**config.mk**
```make
export PLATFORM = sky130hd
export DESIGN_NAME = fetch_queue
export DESIGN_NICKNAME = d
export VERILOG_FILES = /design/src/rtl/fetch_queue.sv
export SDC_FILE = /design/constraint.sdc
export NUM_CORES = 1
export LEC_CHECK = 0
export ABC_AREA = 1
export CORE_UTILIZATION = 24
export CTS_BUF_LIST = sky130_fd_sc_hd__clkbuf_4 sky130_fd_sc_hd__clkbuf_8
export CTS_CLUSTER_SIZE = 40
export DETAILED_ROUTE_END_ITERATION = 6
export GPL_TIMING_DRIVEN = 0
export HOLD_SLACK_MARGIN = 0.06
export PLACE_DENSITY = 0.5
export SLEW_MARGIN = 20
export SYNTH_ARGS = -nofsm -noshare
export SYNTH_HDL_FRONTEND = slang
export SYNTH_SLANG_ARGS = --single-unit
```
**constraint.sdc**
```tcl
create_clock -name clk -period 2 [get_ports clk]
set_input_delay 0.4 -clock clk [delete_from_list [all_inputs] [get_ports clk]]
set_output_delay 0.4 -clock clk [all_outputs]
set_load 0.01 [all_outputs]
```
**src/rtl/fetch_queue.sv**
```systemverilog
// Prefetching in-order instruction queue fed by a registered-read ROM; issue in N is visible in N+2.
// Backpressure: instr_ready gates pops; issue stalls while queue occupancy plus in-flight reaches DEPTH.
module fetch_queue #(
    parameter int            D        = 10,
    parameter int            IW       = 9,
    parameter int            DEPTH    = 4,
    parameter logic [D-1:0]  RESET_PC = '0,
    parameter logic [D-1:0]  DONE_PC  = D'(381),
    localparam int           CW       = $clog2(DEPTH + 1),
    localparam int           PW       = $clog2(DEPTH)
) (
    input  logic          clk,
    input  logic          reset,
    output logic          rom_en,
    output logic [D-1:0]  rom_addr,
    input  logic [IW-1:0] rom_data,
    input  logic          redirect_en,
    input  logic [D-1:0]  redirect_target,
    output logic          instr_valid,
    input  logic          instr_ready,
    output logic [IW-1:0] instr,
    output logic [D-1:0]  instr_pc,
    output logic [CW-1:0] count,
    output logic          done
);

    typedef struct packed {
        logic [IW-1:0] instr;
        logic [D-1:0]  pc;
    } entry_t;

    logic [D-1:0]  fpc_q, fpc_d;
    logic [D-1:0]  req_pc_q, req_pc_d;
    logic          inflight_q, inflight_d;
    logic [PW-1:0] rd_ptr_q, rd_ptr_d;
    logic [PW-1:0] wr_ptr_q, wr_ptr_d;
    logic [CW-1:0] count_q, count_d;
    logic          done_q, done_d;
    entry_t        mem_q [DEPTH];
    entry_t        mem_d [DEPTH];

    logic issue, head_vld, redir, push, pop;

    function automatic logic [PW-1:0] ptr_inc(input logic [PW-1:0] p);
        return (p == PW'(DEPTH - 1)) ? '0 : p + PW'(1);
    endfunction

    always_comb begin
        // A redirect arriving after done has no effect; the queue stays frozen.
        redir    = redirect_en && !done_q;
        head_vld = (count_q != '0) && !done_q;
        issue    = !reset && !done_q && !redirect_en &&
                   ((int'(count_q) + int'(inflight_q)) < DEPTH);
        pop      = head_vld && instr_ready && !redir;
        push     = inflight_q && !redir && !done_q;

        fpc_d      = fpc_q;
        req_pc_d   = req_pc_q;
        inflight_d = 1'b0;
        rd_ptr_d   = rd_ptr_q;
        wr_ptr_d   = wr_ptr_q;
        count_d    = count_q;
        done_d     = done_q;
        mem_d      = mem_q;

        if (redir) begin
            fpc_d    = redirect_target;
            rd_ptr_d = '0;
            wr_ptr_d = '0;
            count_d  = '0;
        end else begin
            if (issue) begin
                inflight_d = 1'b1;
                req_pc_d   = fpc_q;
                fpc_d      = fpc_q + D'(1);
            end
            if (push) begin
                mem_d[wr_ptr_q] = '{instr: rom_data, pc: req_pc_q};
                wr_ptr_d        = ptr_inc(wr_ptr_q);
            end
            if (pop) begin
                rd_ptr_d = ptr_inc(rd_ptr_q);
                if (mem_q[rd_ptr_q].pc == DONE_PC) begin
                    done_d = 1'b1;
                end
            end
            count_d = count_q + CW'(push) - CW'(pop);
        end
    end

    always_ff @(posedge clk) begin
        if (reset) begin
            fpc_q      <= RESET_PC;
            req_pc_q   <= '0;
            inflight_q <= 1'b0;
            rd_ptr_q   <= '0;
            wr_ptr_q   <= '0;
            count_q    <= '0;
            done_q     <= 1'b0;
        end else begin
            fpc_q      <= fpc_d;
            req_pc_q   <= req_pc_d;
            inflight_q <= inflight_d;
            rd_ptr_q   <= rd_ptr_d;
            wr_ptr_q   <= wr_ptr_d;
            count_q    <= count_d;
            done_q     <= done_d;
        end
    end

    always_ff @(posedge clk) begin
        mem_q <= mem_d;
    end

    assign rom_en      = issue;
    assign rom_addr    = fpc_q;
    assign instr_valid = head_vld && !reset;
    assign instr       = mem_q[rd_ptr_q].instr;
    assign instr_pc    = mem_q[rd_ptr_q].pc;
    assign count       = count_q;
    assign done        = done_q;

endmodule

```
=== Word-level counts from Yosys, hierarchy flattened ===
Cells that the tools add are included.

* Flip-flop bits (word level): 105
* Bits of input ports: 23
* Output and inout port bits: 35
* Word-level logic and storage cells: 63

* $add $sub $neg: 6
* Order comparisons: 4
* Equality and inequality tests: 3
* Multiplexer cells: 11
* Bitwise operators: 3
* Reduce and logical (&&, ||, !) cells: 21

{| class="wikitable"
|+ Operators by type and width
! operator !! number
|-
| $bwmux 76 || 1
|-
| $mux 19 || 3
|-
| $bmux 19 s2 || 1
|-
| $demux 19 s2 || 1
|-
| $mux 10 || 2
|-
| $logic_and 1x1->1 || 11
|-
| $add 10x1->10 const B || 1
|-
| $eq 10x9->1 const B || 1
|-
| $ge 3x3->1 const B || 2
|-
| $not 2->3 || 2
|-
| $add 2x1->2 const B || 2
|-
| $add 3x1->4 || 1
|-
| $eq 2x2->1 const B || 2
|-
| $logic_not 1->1 || 4
|-
| $lt 4x3->1 const B || 1
|-
| $mux 2 || 2
|-
| $reduce_and 2->1 || 2
|-
| $add 3x1->3 || 1
|-
| $lt 3x1->1 const B || 1
|-
| $reduce_and 3->1 || 1
|-
| $reduce_bool 3->1 || 1
|-
| $sub 3x1->3 || 1
|-
| $reduce_bool 2->1 || 1
|-
| $reduce_or 2->1 || 1
|-
| other kinds (2) || 2
|}

=== Depth between registers and ports, before layout ===
* Word-level depth: 7
* Gate-level depth with buffers: 10
* Depth with buffers taken out: 10

=== Worst setup path after synthesis ===
Ideal clock, no wire load.

* Kind: input to register
* Start point: input port redirect_en
* End point: register mem_q[19] in the netlist's numbering, enable pin
* Library setup time: 0.395 ns
* Arrival: 1.545 ns
* Required time: 1.605 ns
* Setup slack: 0.060 ns
* Stages: 3
* Buffers on the path: 0
* Cell sequence: inv_2 nand3_1 nor2_1

* Cells in the longest elaborated chain, start to end: 5
* Elaborated cells on any way between the ends: 6
* Classes of those cells: bitwise (1); reduce/logical (5)

{| class="wikitable"
|+ Ends and longest elaborated chain
! item !! line !! RTL
|-
| start, declared || 17 || <nowiki>input logic redirect_en,</nowiki>
|-
| $logic_and 1x1->1 * || 50 || <nowiki>redir = redirect_en && !done_q;</nowiki>
|-
| $logic_not 1->1 || 55 || <nowiki>push = inflight_q && !redir && !done_q;</nowiki>
|-
| $logic_and 1x1->1 (2 in series) || 55 ||
|-
| $reduce_and 2->1 (no line) * || - ||
|-
| end signal, assigned || 112 || <nowiki>mem_q <= mem_d;</nowiki>
|-
| end, declared || 39 || <nowiki>entry_t mem_q [DEPTH];</nowiki>
|}

Mark *: on every way between the ends. The rest lies on a longest branch, timed or not.
A chain may end at the register's enable or synchronous reset.

=== Final worst setup path ===
* Start point: register rd_ptr_q[1]
* End point: output port instr[5]

* Cells in the longest elaborated chain, start to end: 4

{| class="wikitable"
|+ Ends and longest elaborated chain
! item !! line !! RTL
|-
| start, declared || 35 || <nowiki>logic [PW-1:0] rd_ptr_q, rd_ptr_d;</nowiki>
|-
| start signal, assigned || 104 || <nowiki>rd_ptr_q <= rd_ptr_d;</nowiki>
|-
| $not 2->3 (not written as such) || 118 || <nowiki>assign instr = mem_q[rd_ptr_q].instr;</nowiki>
|-
| $bmux 19 s2 || 118 ||
|-
| $mux 19 (2 in series) || - ||
|-
| end, declared || 21 || <nowiki>output logic [IW-1:0] instr,</nowiki>
|}

No other way between the ends. The select of a mux whose other input is x is not followed.

==> summary.txt <==
Worst setup path
  – Worst setup path start: rd_ptr_q[1]
  – CP Capture Type: output pin
  – CP cell instances: buf_8 > inv_4 > buf_6 > clkbuf_16 > o21ai_0 > o22ai_2 > buf_2
  – Largest stage delay, worst path: around 0.35 ns
  – CP arrival: around 1.5 ns
  – Critical Setup Path Class: reg2out
  – FF-to-FF Start: count[2]
  – Critical path launch point type: register
  – Max FO, Critical Path: 5
  – Worst Path Buf+Inv: 5
  – Slowest cell on the critical path: dfxtp_2
  – Cell family with most CP delay: buffers and inverters
  – Worst Path Required: 1.60 ns

Cells and area
  – Layout area overhead: 31.6%
  – Antenna Cells: 0
  – Share of cells above drive strength 1: 20.5%
  – Fin util: between 30% and 40%
  – Sequential Area: between 2000 and 3000 um2
  – Nets: between 500 and 600
  – Area occupied by multi-input gates: 1460 um2
  – Most frequent cells in the layout: nand2_1, edfxtp_1, inv_1
  – Commonest non-fill, non-tap cell in the layout: nand2_1
  – Filler cell count: 1840

Place
  – DP HPWL: 6920 um
  – Quantity of I/O buffers inserted on ports: 57
  – Routability cong.: between 0.7 and 0.8

Clock tree
  – CTS root buf: clkbuf_8
  – Clock sink count: about 110
  – Max Buffers Root-to-Sink: 2
  – CTS clk-pin slew, worst paths: approximately 0.10 ns
  – TritonCTS clock tree: built
  – Clock latency on the worst-skew pair: 0.36 ns
  – TritonCTS buffer count: 9
  – # H-tree levels: 3

Min path
  – Worst Min Path Start: reset
  – HP Class: in2reg

STA
  – # setup viols final: 0
  – Layout Skew: between 0.01 and 0.015 ns
  – Tcrit/Tclk final: ~97%
  – Final hold viol count: 0
  – Max_slew headroom: about half
  – Slew of the pin with the lowest slew margin: a little over 0.7 ns
  – Pins Over Slew Limit: 0
  – Setup TNS: 0 ns
  – RSZ-0062 raised after global routing: yes
  – Minimum clock period after layout: roughly 1.9 ns
  – Hold slack: between 0.4 and 0.5 ns
  – Max Clock Freq: roughly 510 MHz

Run status
  – Failing checks: DRC
  – Run status: finished, violations left

Route
  – Wire length on met2: slightly above 5000 um
  – Uppermost layer routed: met4
  – DRT iter0 DRCs: roughly 160
  – Vias post-DR: roughly 3300
  – Met1 Wirelength: about 5100 um
  – Met3 Routed Length: roughly 560 um
  – Via-per-instance ratio: 4.29
  – DRC viols: 5
  – Post-Route WL: roughly 11000 um
  – 1st-pass router iterations: 7
  – Post-DRT Antenna Nets: 0
  – WL/cell: ~14 um

Power and ir drop
  – Sequential share of power: 58.3%
  – Sw frac: between 20% and 30%
  – Internal Power: ~0.0032 W
  – Leak: 2.28 nW
  – Final Power: 0.00411 W
  – Cell area power density: approximately 700 nW/um2
  – Clock Power Share: a little over a third
  – Switch Pwr: 0.000881 W
  – Logic gate share of total power: around 7%
  – Largest vdd supply drop: 0.000323 V

Die
  – Top Ports: 58
  – Num rows: 49
  – Core region area: approximately 18000 um2
  – Die area: a little under 20000 um2
  – Die X: 139 um
  – Initial core utilization: about 25%
  – Chip height: between 100 and 150 um

Yosys
  – Post-synth net total: around 480
  – Seq/Total Area, Yosys: between 60% and 70%
  – Top post-synthesis cells by area: edfxtp_1, dfxtp_1, nand2_1
  – Syn_area_per_cell: around 10 um2
  – Synthesized area: roughly 4500 um2
  – Post-synthesis register bit count: between 100 and 150
  – Post-synthesis cell type count: 27
  – Gate Count Post-Synth: approximately 450
  – Yosys warns: 0
  – Post-synth top area share: roughly half
  – Largest area contributor in the netlist: edfxtp_1

Global route
  – GR Overflow Total: 0
  – First-pass GRT wire length: 16800 um
  – Largest net degree at the start of global routing: 20
  – Total GRT Usage: a little under an eighth
  – Number of global-route vias before repair: about 3300
  – Initial antenna violation count: 0

Flow run
  – Max_cap viols: 0
-- metrics by stage --
stage                     cell area (um2)  cells  worst slack [ns]
after global placement               5350    734             -1.22
after floorplan                      4490    448            0.0603
after CTS                            5760    761            -0.143
final                                5910    770            0.0554
after global routing                 5910    770           -0.0303
after detailed placement             5380    734            -0.756
-- registers in the layout (all words and copies together) (netlist names) --
name        cells
count           3
done            1
inflight_q      1
mem_q          76
rd_ptr_q        2
req_pc_q       10
rom_addr       10
wr_ptr_q        2
-- final timing paths --
kind	to	slack, ns	depth (start not counted)
setup / recovery	instr[5]	0.06	7
hold / removal	req_pc_q[0]	0.47	2
setup reg to reg	count[1]	0.15	8
hold reg to reg	req_pc_q[6]	0.51	2
-- logic make-up (layout without fill, tap and decap cells) --
family,after synthesis,in the layout,synth area share (%)
XOR/XNOR,5,5,0.976
buffers and inverters,74,167,7.05
AO/OA/AOI/OAI,63,63,7.55
AND/OR/NAND/NOR,191,191,17.7
flip-flops,105,105,63.8
adder cells (fa/ha/maj),10,10,2.95
-- timing repair --
| action | CTS | global route |
|---|---|---|
| setup endpoints to repair | 99 | 20 |
| buffers inserted | 10 | 8 |
| hold endpoints to repair | 0 | 0 |
| pin swaps | 4 | 10 |
| hold buffers | 0 | 0 |
| cloned | 1 | 1 |
| gates resized for setup | 101 | 49 |
-- power by group through the flow --
stage               combinational [W]  sequential, W  clock [W]
CTS                          0.000280        0.00240    0.00147
global placement             0.000274        0.00245          0
global route                 0.000320        0.00240    0.00154
detailed placement           0.000279        0.00245          0
floorplan                    0.000124        0.00244          0
finish                       0.000289        0.00240    0.00143
-- synthesized netlist by cell type --
library cell    n
or2_2           1
o21ai_0        21
clkbuf_1        4
nand3b_1        1
nor2_1         39
a211oi_1        2
fa_1            1
nand3_1        31
buf_4           2
ha_1            9
nor3_1          3
a21oi_1        28
nor2_2          3
buf_2           7
xnor2_1         2
dfxtp_1        29
a21boi_0        3
inv_1          54
edfxtp_1       76
inv_2           4
buf_6           3
xor2_1          3
nand3_4         1
nand4_1         2
or2_0           1
o22ai_1         9
nand2_1       109
-- metal layers --
metal	track usage, %	vias to the layer above
met3	2.90	9
met4	3.45	0
met1	14.2	1552
met2	19.4	84
li1	-	1662
met5	0	-
-- cell type report --
cell class | instances | area share, %
flip-flops and latches | 105 | 48.7
multi-input cells | 269 | 24.8
repair buffers | 77 | 11.2
well taps | 229 | 4.85
inverters | 58 | 3.77
plain buffers | 16 | 2.92
clock buffers | 11 | 2.35
clock inverters | 5 | 1.40
Note: power is estimated with default switching activity, not from simulation.
